--- src/rtl/gpio_atr_clkgen_pkg.sv ---
// Shared constants for the ATR GPIO controller with a programmable RF-switch clock.
package gpio_atr_clkgen_pkg;

    // Register offsets relative to BASE on the settings bus
    localparam logic [7:0] REG_IDLE       = 8'd0;
    localparam logic [7:0] REG_RX         = 8'd1;
    localparam logic [7:0] REG_TX         = 8'd2;
    localparam logic [7:0] REG_FDX        = 8'd3;
    localparam logic [7:0] REG_DDR        = 8'd4;
    localparam logic [7:0] REG_ATR_DIS    = 8'd5;
    localparam logic [7:0] REG_CLK_PIN    = 8'd6;
    localparam logic [7:0] REG_CLK_STATE  = 8'd7;
    localparam logic [7:0] REG_HALF_PER   = 8'd8;
    localparam logic [7:0] REG_CTRL       = 8'd9;

    // ATR state, encoded as {tx, rx}
    typedef enum logic [1:0] {
        ST_IDLE = 2'b00,
        ST_RX   = 2'b01,
        ST_TX   = 2'b10,
        ST_FDX  = 2'b11
    } atr_state_t;

endpackage

--- src/rtl/gpio_atr_clkgen_clk_div.sv ---
// Programmable half-period divider producing the RF-switch clock.
module gpio_clk_div #(
    parameter int DIV_WIDTH = 16
) (
    input  logic                 clk,
    input  logic                 rst,
    input  logic                 i_enable,
    input  logic                 i_restart,
    input  logic [DIV_WIDTH-1:0] i_half_period,
    output logic                 o_gen_clk
);

    logic [DIV_WIDTH-1:0] r_cnt;
    logic                 r_gen_clk;

    assign o_gen_clk = r_gen_clk;

    // Count 0..half_period and toggle on wrap; restart wins over the toggle.
    // The >= compare means a shrunken half_period never causes a long wrap.
    always_ff @(posedge clk or posedge rst) begin
        if (rst) begin
            r_cnt     <= '0;
            r_gen_clk <= 1'b0;
        end else if (i_restart || !i_enable) begin
            r_cnt     <= '0;
            r_gen_clk <= 1'b0;
        end else if (r_cnt >= i_half_period) begin
            r_cnt     <= '0;
            r_gen_clk <= ~r_gen_clk;
        end else begin
            r_cnt     <= r_cnt + {{(DIV_WIDTH-1){1'b0}}, 1'b1};
            r_gen_clk <= r_gen_clk;
        end
    end

endmodule

--- src/rtl/setting_reg.sv ---
// Single settings-bus register: captures the bus data when its address is strobed.
module setting_reg #(
    parameter logic [7:0]       MY_ADDR  = 8'd0,
    parameter int               WIDTH    = 32,
    parameter logic [WIDTH-1:0] AT_RESET = '0
) (
    input  logic             clk,
    input  logic             rst,
    input  logic             strobe,
    input  logic [7:0]       addr,
    input  logic [31:0]      in,
    output logic [WIDTH-1:0] out
);

    logic [WIDTH-1:0] r_out;
    logic [31:0]      w_in_full;
    logic             w_unused_in;

    assign w_in_full   = in;
    assign w_unused_in = ^w_in_full;
    assign out         = r_out;

    // Capture the low WIDTH data bits on a matching strobe
    always_ff @(posedge clk or posedge rst) begin
        if (rst) begin
            r_out <= AT_RESET;
        end else if (strobe && (addr == MY_ADDR)) begin
            r_out <= w_in_full[WIDTH-1:0];
        end else begin
            r_out <= r_out;
        end
    end

endmodule

--- src/rtl/gpio_atr_clkgen.sv ---
// ATR GPIO controller: per-state static pin values, optionally replaced by a
// divided clock on selected pins in selected ATR states.
module gpio_atr_clkgen
    import gpio_atr_clkgen_pkg::*;
#(
    parameter logic [7:0] BASE         = 8'd0,
    parameter int         WIDTH        = 32,
    parameter int         DIV_WIDTH    = 16,
    parameter logic [WIDTH-1:0] DEFAULT_DDR  = '0,
    parameter logic [WIDTH-1:0] DEFAULT_IDLE = '0
) (
    input  logic             clk,
    input  logic             reset,
    input  logic             set_stb,
    input  logic [7:0]       set_addr,
    input  logic [31:0]      set_data,
    input  logic             rx,
    input  logic             tx,
    input  logic [WIDTH-1:0] gpio_in,
    output logic [WIDTH-1:0] gpio_out,
    output logic [WIDTH-1:0] gpio_ddr,
    output logic [WIDTH-1:0] gpio_sw_rb,
    output logic             gen_clk
);

    logic [WIDTH-1:0]     w_idle, w_rx, w_tx, w_fdx, w_ddr, w_atr_dis, w_clk_pin;
    logic [3:0]           w_clk_state;
    logic [DIV_WIDTH-1:0] w_half_per;
    logic [1:0]           w_ctrl;

    setting_reg #(.MY_ADDR(BASE + REG_IDLE),      .WIDTH(WIDTH), .AT_RESET(DEFAULT_IDLE))
        u_idle (.clk(clk), .rst(reset), .strobe(set_stb), .addr(set_addr), .in(set_data), .out(w_idle));
    setting_reg #(.MY_ADDR(BASE + REG_RX),        .WIDTH(WIDTH), .AT_RESET('0))
        u_rx   (.clk(clk), .rst(reset), .strobe(set_stb), .addr(set_addr), .in(set_data), .out(w_rx));
    setting_reg #(.MY_ADDR(BASE + REG_TX),        .WIDTH(WIDTH), .AT_RESET('0))
        u_tx   (.clk(clk), .rst(reset), .strobe(set_stb), .addr(set_addr), .in(set_data), .out(w_tx));
    setting_reg #(.MY_ADDR(BASE + REG_FDX),       .WIDTH(WIDTH), .AT_RESET('0))
        u_fdx  (.clk(clk), .rst(reset), .strobe(set_stb), .addr(set_addr), .in(set_data), .out(w_fdx));
    setting_reg #(.MY_ADDR(BASE + REG_DDR),       .WIDTH(WIDTH), .AT_RESET(DEFAULT_DDR))
        u_ddr  (.clk(clk), .rst(reset), .strobe(set_stb), .addr(set_addr), .in(set_data), .out(w_ddr));
    setting_reg #(.MY_ADDR(BASE + REG_ATR_DIS),   .WIDTH(WIDTH), .AT_RESET('0))
        u_adis (.clk(clk), .rst(reset), .strobe(set_stb), .addr(set_addr), .in(set_data), .out(w_atr_dis));
    setting_reg #(.MY_ADDR(BASE + REG_CLK_PIN),   .WIDTH(WIDTH), .AT_RESET('0))
        u_cpin (.clk(clk), .rst(reset), .strobe(set_stb), .addr(set_addr), .in(set_data), .out(w_clk_pin));
    setting_reg #(.MY_ADDR(BASE + REG_CLK_STATE), .WIDTH(4), .AT_RESET(4'h0))
        u_cst  (.clk(clk), .rst(reset), .strobe(set_stb), .addr(set_addr), .in(set_data), .out(w_clk_state));
    setting_reg #(.MY_ADDR(BASE + REG_HALF_PER),  .WIDTH(DIV_WIDTH), .AT_RESET('0))
        u_hp   (.clk(clk), .rst(reset), .strobe(set_stb), .addr(set_addr), .in(set_data), .out(w_half_per));
    setting_reg #(.MY_ADDR(BASE + REG_CTRL),      .WIDTH(2), .AT_RESET(2'b00))
        u_ctrl (.clk(clk), .rst(reset), .strobe(set_stb), .addr(set_addr), .in(set_data), .out(w_ctrl));

    atr_state_t       r_state_d;
    atr_state_t       w_state_in;
    logic             w_div_wr;
    logic             w_restart;
    logic             w_gen_clk;
    logic [WIDTH-1:0] w_static;
    logic [WIDTH-1:0] w_ogpio_next;
    logic [WIDTH-1:0] r_ogpio;
    logic [WIDTH-1:0] r_gpio_out;
    logic [WIDTH-1:0] r_gpio_ddr;
    logic [WIDTH-1:0] r_igpio;
    logic [WIDTH-1:0] r_sw_rb;

    assign w_state_in = atr_state_t'({tx, rx});

    // A divider-config write restarts it on the same edge the value lands;
    // a state change restarts it on the edge state_d takes the new state.
    assign w_div_wr  = set_stb && ((set_addr == (BASE + REG_HALF_PER)) ||
                                   (set_addr == (BASE + REG_CTRL)));
    assign w_restart = w_div_wr || (w_ctrl[0] && (w_state_in != r_state_d));

    gpio_clk_div #(.DIV_WIDTH(DIV_WIDTH)) u_div (
        .clk           (clk),
        .rst           (reset),
        .i_enable      (w_ctrl[1]),
        .i_restart     (w_restart),
        .i_half_period (w_half_per),
        .o_gen_clk     (w_gen_clk)
    );

    // Register the ATR run signals; rx and tx moving together is one change
    always_ff @(posedge clk or posedge reset) begin
        if (reset) begin
            r_state_d <= ST_IDLE;
        end else begin
            r_state_d <= w_state_in;
        end
    end

    // Select each pin: ATR-disabled pins use idle, clocked pins use gen_clk
    always_comb begin
        w_static     = w_idle;
        w_ogpio_next = '0;
        case (r_state_d)
            ST_IDLE: w_static = w_idle;
            ST_RX:   w_static = w_rx;
            ST_TX:   w_static = w_tx;
            ST_FDX:  w_static = w_fdx;
            default: w_static = w_idle;
        endcase
        for (int i = 0; i < WIDTH; i++) begin
            if (w_atr_dis[i]) begin
                w_ogpio_next[i] = w_idle[i];
            end else if (w_clk_pin[i] && w_clk_state[r_state_d]) begin
                w_ogpio_next[i] = w_gen_clk;
            end else begin
                w_ogpio_next[i] = w_static[i];
            end
        end
    end

    // Output pipeline and software readback
    always_ff @(posedge clk or posedge reset) begin
        if (reset) begin
            r_ogpio    <= '0;
            r_gpio_out <= '0;
            r_gpio_ddr <= '0;
            r_igpio    <= '0;
            r_sw_rb    <= '0;
        end else begin
            r_ogpio    <= w_ogpio_next;
            r_gpio_out <= r_ogpio;
            r_gpio_ddr <= w_ddr;
            r_igpio    <= gpio_in;
            r_sw_rb    <= (r_gpio_ddr & r_gpio_out) | (~r_gpio_ddr & r_igpio);
        end
    end

    assign gpio_out   = r_gpio_out;
    assign gpio_ddr   = r_gpio_ddr;
    assign gpio_sw_rb = r_sw_rb;
    assign gen_clk    = w_gen_clk;

endmodule

--- config.mk ---
export PLATFORM = sky130hd
export DESIGN_NAME = gpio_atr_clkgen
export DESIGN_NICKNAME = d
export VERILOG_FILES = /design/src/rtl/gpio_atr_clkgen_pkg.sv /design/src/rtl/gpio_atr_clkgen_clk_div.sv /design/src/rtl/setting_reg.sv /design/src/rtl/gpio_atr_clkgen.sv
export SDC_FILE = /design/constraint.sdc
export NUM_CORES = 1
export LEC_CHECK = 0
export ABC_AREA = 1
export CORE_AREA = 2 2 218 220
export CTS_BUF_LIST = sky130_fd_sc_hd__clkbuf_8
export DETAILED_ROUTE_END_ITERATION = 7
export DIE_AREA = 0 0 220 222
export HOLD_SLACK_MARGIN = 0.02
export PLACE_DENSITY = 0.7
export SYNTH_ARGS = -nofsm -noshare
export SYNTH_HDL_FRONTEND = slang
export SYNTH_HIERARCHICAL = 1
export SYNTH_SLANG_ARGS = --single-unit
--- constraint.sdc ---
create_clock -name clk -period 10.35 [get_ports clk]
set_input_delay 1.5525 -clock clk [delete_from_list [all_inputs] [get_ports clk]]
set_output_delay 1.5525 -clock clk [all_outputs]
set_load 0.005 [all_outputs]
# Yosys cells after proc, flatten, opt, wreduce, memory -nomap -nowiden
# Index checks and enable logic that the tools add are counted.
[op_classes] n_reduce_logical=51 bitwise=5 n_eq_ne=13 mux=71 n_addsub=1 magnitude_cmp=2
[op_table] cell="32-bit case mux with 4 select lines" count=1
[op_table] cell="1-bit two-way mux" count=67
[op_table] cell="32-bit bitwise AND" count=2
[op_table] cell="1-bit logical AND" count=44
[op_table] cell="8-bit by 3-bit == test with 1-bit output, second input constant" count=4
[op_table] cell="16-bit two-way mux" count=2
[op_table] cell="32-bit inverter" count=1
[op_table] cell="32-bit OR" count=1
[op_table] cell="16-bit by 1-bit adder with 16-bit output, second input constant" count=1
[op_table] cell="8-bit by 2-bit == test with 1-bit output, second input constant" count=2
[op_table] cell="8-bit by 4-bit == test with 1-bit output, second input constant" count=2
[op_table] cell="16-bit >= comparator" count=1
[op_table] cell="8-bit by 1-bit == test with 1-bit output, second input constant" count=1
[op_table] cell="8-bit logical NOT" count=1
[op_table] cell="2-bit == test, second input constant" count=2
[op_table] cell="1-bit logical OR" count=3
[op_table] cell="2-bit by 3-bit < comparator with 1-bit output, second input constant" count=1
[op_table] cell="1-bit binary-select mux with 2-bit select" count=1
[op_table] cell="2-bit by 1-bit == test with 1-bit output, second input constant" count=1
[op_table] cell="2-bit logical NOT" count=1
[op_table] cell="2-bit inequality test" count=1
[op_table] cell="2-bit nonzero test" count=1
[op_table] cell="1-bit logical NOT" count=1
[op_table] cell="1-bit inverter" count=1
[word_totals] register_bits=425 in_bits=77 wordCells=161 out_inout_bits=97

# Logic depth before layout (Yosys ltp)
[depth] word_depth=6 mapped_depth=13 mapped_depth_nobuf=13

# Cells and area by module
# Netlist, hierarchy kept.
[by_module_without_submodules] mod="gpio_atr_clkgen" cells_each=700 seq_area_each_um2=4053.9 area_each_um2=6598.8 instances=1
[by_module_without_submodules] mod="setting_reg (u_adis ...)" cells_each=152 seq_area_each_um2=800.8 area_each_um2=1406.3 instances=2
[by_module_without_submodules] mod="setting_reg (u_rx ...)" cells_each=146 seq_area_each_um2=800.8 area_each_um2=1355.0 instances=2
[by_module_without_submodules] mod="setting_reg (u_idle)" cells_each=185 seq_area_each_um2=800.8 area_each_um2=1680.4 instances=1
[by_module_without_submodules] mod="setting_reg (u_fdx)" cells_each=185 seq_area_each_um2=800.8 area_each_um2=1677.9 instances=1
[by_module_without_submodules] mod="setting_reg (u_ddr)" cells_each=183 seq_area_each_um2=800.8 area_each_um2=1590.3 instances=1
[by_module_without_submodules] mod="gpio_clk_div" cells_each=187 seq_area_each_um2=425.4 area_each_um2=1460.2 instances=1
[by_module_without_submodules] mod="setting_reg (u_hp)" cells_each=95 seq_area_each_um2=400.4 area_each_um2=823.3 instances=1
[by_module_without_submodules] mod="setting_reg (u_cst)" cells_each=31 seq_area_each_um2=100.1 area_each_um2=256.5 instances=1
[by_module_without_submodules] mod="setting_reg (u_ctrl)" cells_each=23 seq_area_each_um2=50.0 area_each_um2=140.1 instances=1

# Worst setup path before layout
# No wires, ideal clock.
[synth_path] path_type="input to register" startpoint="input port rx" endpoint="register u_div.r_cnt[9]" arrival_ns=2.661 setup_ns=0.068 path_stages=11 n_path_buf=1 setup_slack_ns=7.621 cell_sequence="xor2_1 > o21ai_0 > nand2_1 > inv_1 > nand2_1 > nor2_1 > nand3_1 > nor2_2 > nand2_4 > buf_12 > nor2_4"
[synth_via] elab_chain_cells=5
[synth_rtl] item="start, declared" line="gpio_atr_clkgen.sv:17" text="input logic rx,"
[synth_rtl] item="2-bit inequality test" line="gpio_atr_clkgen.sv:71" text="assign w_restart = w_div_wr || (w_ctrl[0] && (w_state_in != r_state_d));"
[synth_rtl] item="1-bit logical AND" line="gpio_atr_clkgen.sv:71"
[synth_rtl] item="1-bit logical OR" line="gpio_atr_clkgen.sv:71"
[synth_rtl] item="named net w_restart" line="gpio_atr_clkgen.sv:55" text="logic w_restart;"
[synth_rtl] item="1-bit logical OR" line="gpio_atr_clkgen_clk_div.sv:24" text="end else if (i_restart || !i_enable) begin"
[synth_rtl] item="16-bit two-way mux" line="gpio_atr_clkgen_clk_div.sv:24"
[synth_rtl] item="end signal, assigned" line="gpio_atr_clkgen_clk_div.sv:31" text="r_cnt <= r_cnt + {{(DIV_WIDTH-1){1'b0}}, 1'b1};"
[synth_rtl] item="end, declared" line="gpio_atr_clkgen_clk_div.sv:13" text="logic [DIV_WIDTH-1:0] r_cnt;"
# The timed path passes the listed nets, and every way through them passes these cells.
# A chain may end at the register's enable or synchronous reset.

# Worst setup path after layout
[layout_path] startpoint="input port set_addr[3]" endpoint="register u_adis.r_out[0], in the netlist u_adis/out[0]"
[layout_via] elab_chain_cells=2
[layout_rtl] item="start, declared" line="gpio_atr_clkgen.sv:15" text="input logic [7:0] set_addr,"
[layout_rtl] item="8-bit by 3-bit == test with 1-bit output" line="setting_reg.sv:27" text="end else if (strobe && (addr == MY_ADDR)) begin"
[layout_rtl] item="1-bit logical AND" line="setting_reg.sv:27"
[layout_rtl] item="end signal, assigned" line="setting_reg.sv:28" text="r_out <= w_in_full[WIDTH-1:0];"
[layout_rtl] item="end signal, assigned" line="setting_reg.sv:30" text="r_out <= r_out;"
[layout_rtl] item="end, declared" line="setting_reg.sv:15" text="logic [WIDTH-1:0] r_out;"
# No other way between the ends.

==> impl_results.md <==
* CP max FO at 33
* Net count, final at 2,431
* Worst slew pin tran at 1.03 ns
* Sequential group share of total power at 48.7%
* Status: finished, final reports clean
* Initial antenna violation count at 0
* Count leader, synth: nand2_1
* Total GRT Usage at 21.9%
* Fin crit share at 37.9%
* Via density at 5.19
* Hold Path Class: register to register
* Gr ovfl total at 0
* Ys async rst share at 100%
* Setup Buffers After CTS at 0
* Net Sw Power at 0.973 mW
* Crit start category: primary input
* Slowest-stage cell, CP: nor2_4
* CP Data Required Time at 10.86 ns
* Netlist cell types at 36
* Flops & latches, synth at 425
* Initial DRT Pass Iterations at 5
* Slew Viols, Final at 0
* Max clock buf depth at 3
* Crit end category: register
* Clk root buf: clkbuf_8
* Skew final at 0.0128 ns
* Yosys top cell area share at 53.8%
* H-tree Lvls at 3
* Post-Syn Area at 19,800 sq um
* Worst Path Arrival at 4.43 ns
* Starting DRT DRC Count at 1,598
* Setup TNS at 0 ns
* Critical path cell sequence: clkdlybuf4s50_1 > nor2_4 > nand3_4 > nand2_1 > nand2_1
* Pleak at 11.5 nW
* Synth warnings at 6
* Max_slew headroom at 30.9%
* Mapped Cells at 2,185
* Clock Power Share at 40.4%
* Cts hold-fix bufs at 0
* Clock latency on the worst-skew pair at 0.64 ns
* WP buf/inv at 1
* CTS Sinks at 425
* Dpl hpwl at 33,600 um
* Die area at 48,800 sq um
* Yosys top cell by area: dfrtp_1
* Final Hold Viols at 0
* Die Span Y at 222 um
* IO Count at 174
* Worst-path clk slew at 0.06 ns
* CP most frequent cell: nand2_1
* Dpl cells at 2,871
* Top Family by Delay on Critical Path: simple AND/OR/NAND/NOR gates
* Core area at 46,300 sq um
* Port bufs at 173
* Int Pwr at 2.79 mW
* Initial core utilization at 42.7%
* # resized after CTS at 0
* Avg Inst Size Synth at 9.04 sq um
* Sequential cell area fraction in the yosys report at 53.8%
* RSZ-0062 raised after global routing: no
* Synth top cells by count: 574 x nand2_1, 443 x nand3_1, 425 x dfrtp_1
* First-pass GRT wire length at 84,100 um
* Diode count at 0
* Total Power at 3.76 mW
* CTS tree: built
* # Max-Cap Violations at 0
* Routed wire length at 52,600 um
* Wire per inst at 17.6 um
* Core Rows at 79
* Delay of the slowest cell on the worst path at 1.02 ns
* Critical path class: primary input to register
* Hold WS at 0.341 ns
* Minimum clock period at 3.93 ns
* Fmax at 255 MHz
* Final setup violation count at 0
* GPL Wtd Cong at 0.830
* Vias in the first global route at 15,471
* DRC viols at 0
* Largest net degree at the start of global routing at 98
* PwrDens at 164 nW/um^2
* Chip Width at 220 um
* Sw Ratio at 25.9%
* Fin cells at 2,996
* Post-synth EDFFs at 0
* Final antenna-violating net count at 0
* CTS Buf Count at 71
* Syn nets at 2,279
* Combinational share of power at 10.9%
* Synth-to-Final Area Change at 16.4%
* Vias after detailed routing at 15,538
* Top cells by area, synth: dfrtp_1 54%, nand3_1 11%, nand2_1 11%
* Post-synth top flop: dfrtp_1
* Peak supply drop at 0.0867 mV
* Share of layout cells above drive strength 1 at 12.3%
==> layout make-up <==
cell class	count	area, sq um
Timing Repair Buffer	188	1840
Clock inverter	37	260
Sequential cell	425	10600
Fill cell	4223	23300
Inverter	263	993
Multi-Input combinational cell	1388	7270
Clock buffer	88	1210
Tap cell	607	759
==> metrics by stage <==
step	utilization, %	cell area [sq um]	setup slack (ns)
2_1_floorplan	-	19800	4.42
3_3_place_gp	46.5	21500	5.95
3_5_place_dp	46.5	21500	5.89
4_1_cts	49.7	23000	6.47
5_1_grt	49.7	23000	6.31
6_report	49.7	23000	6.42
==> layout by cell type (no fill, tap or decap), types with 2 or more instances in the layout <==
| master | instances |
|---|---|
| nand2_1 | 574 |
| nand3_1 | 443 |
| dfrtp_1 | 423 |
| inv_1 | 265 |
| clkdlybuf4s50_1 | 173 |
| o21bai_1 | 93 |
| clkbuf_8 | 88 |
| nor2_1 | 81 |
| mux2_2 | 32 |
| nor2_4 | 28 |
| nand2_2 | 27 |
| nor2_2 | 25 |
| o21bai_2 | 24 |
| ha_1 | 17 |
| buf_4 | 15 |
| inv_2 | 14 |
| clkinv_2 | 8 |
| xor2_1 | 7 |
| nand2_4 | 6 |
| inv_6 | 4 |
| nand3_2 | 4 |
| nand4_1 | 4 |
| a21oi_1 | 4 |
| xnor2_1 | 4 |
| bufinv_16 | 3 |
| clkinvlp_4 | 3 |
| nand3_4 | 3 |
| nor4_1 | 2 |
| or2_2 | 2 |
| dfrtp_2 | 2 |
| clkinv_1 | 2 |
| nor3b_4 | 2 |
==> worst paths after layout <==
| path | from | end | slack [ns] | depth (start not counted) |
|---|---|---|---|---|
| max | set_addr[3] | u_adis/out[0] | 6.42 | 5 |
| min | r_ogpio[7] | gpio_out[7] | 0.34 | 0 |
| max reg2reg | r_state_d[0] | r_ogpio[22] | 7.76 | 7 |
| min reg2reg | r_ogpio[7] | gpio_out[7] | 0.34 | 0 |
| max in group asynchronous | reset | r_igpio[30] | 6.84 | 3 |
| min in group asynchronous | reset | u_ctrl/out[1] | 1.69 | 2 |
==> cell families (layout without fill, tap and decap cells) <==
group	count (synthesis)	count (layout)	synth area share, %
buf+inv	372	576	9.33
flops	425	425	53.8
simple gates	1204	1204	28.3
mux	32	32	1.82
fa+ha+maj	17	17	1.08
compound gates	124	124	5.11
xor+xnor	11	11	0.488
==> state kept, by name, summed over array words and instances, names as in the netlist <==
register / count
gpio_ddr: 32
gpio_out: 32
gpio_sw_rb: 32
r_igpio: 32
r_ogpio: 32
r_state_d: 2
u_adis/out: 32
u_cpin/out: 32
u_cst/out: 4
u_ctrl/out: 2
u_ddr/out: 32
u_div/o_gen_clk: 1
u_div/r_cnt: 16
u_fdx/out: 32
u_hp/out: 16
u_idle/out: 32
u_rx/out: 32
u_tx/out: 32
==> layer usage <==
metal	GRT usage, %	part of all wire [%]
met1	29.6	43
met2	34.4	46
met3	4.87	8.2
met4	7.99	2.5
met5	0	0
==> power groups by stage <==
stage	clock [mW]	combinational (mW)	sequential (mW)
after floorplan	0	0.226	1.85
after global placement	0	0.396	1.86
after detailed placement	0	0.409	1.86
after CTS	1.56	0.411	1.83
after global routing	1.64	0.455	1.84
final	1.52	0.410	1.83
Note: power is estimated with default switching activity, not from simulation.
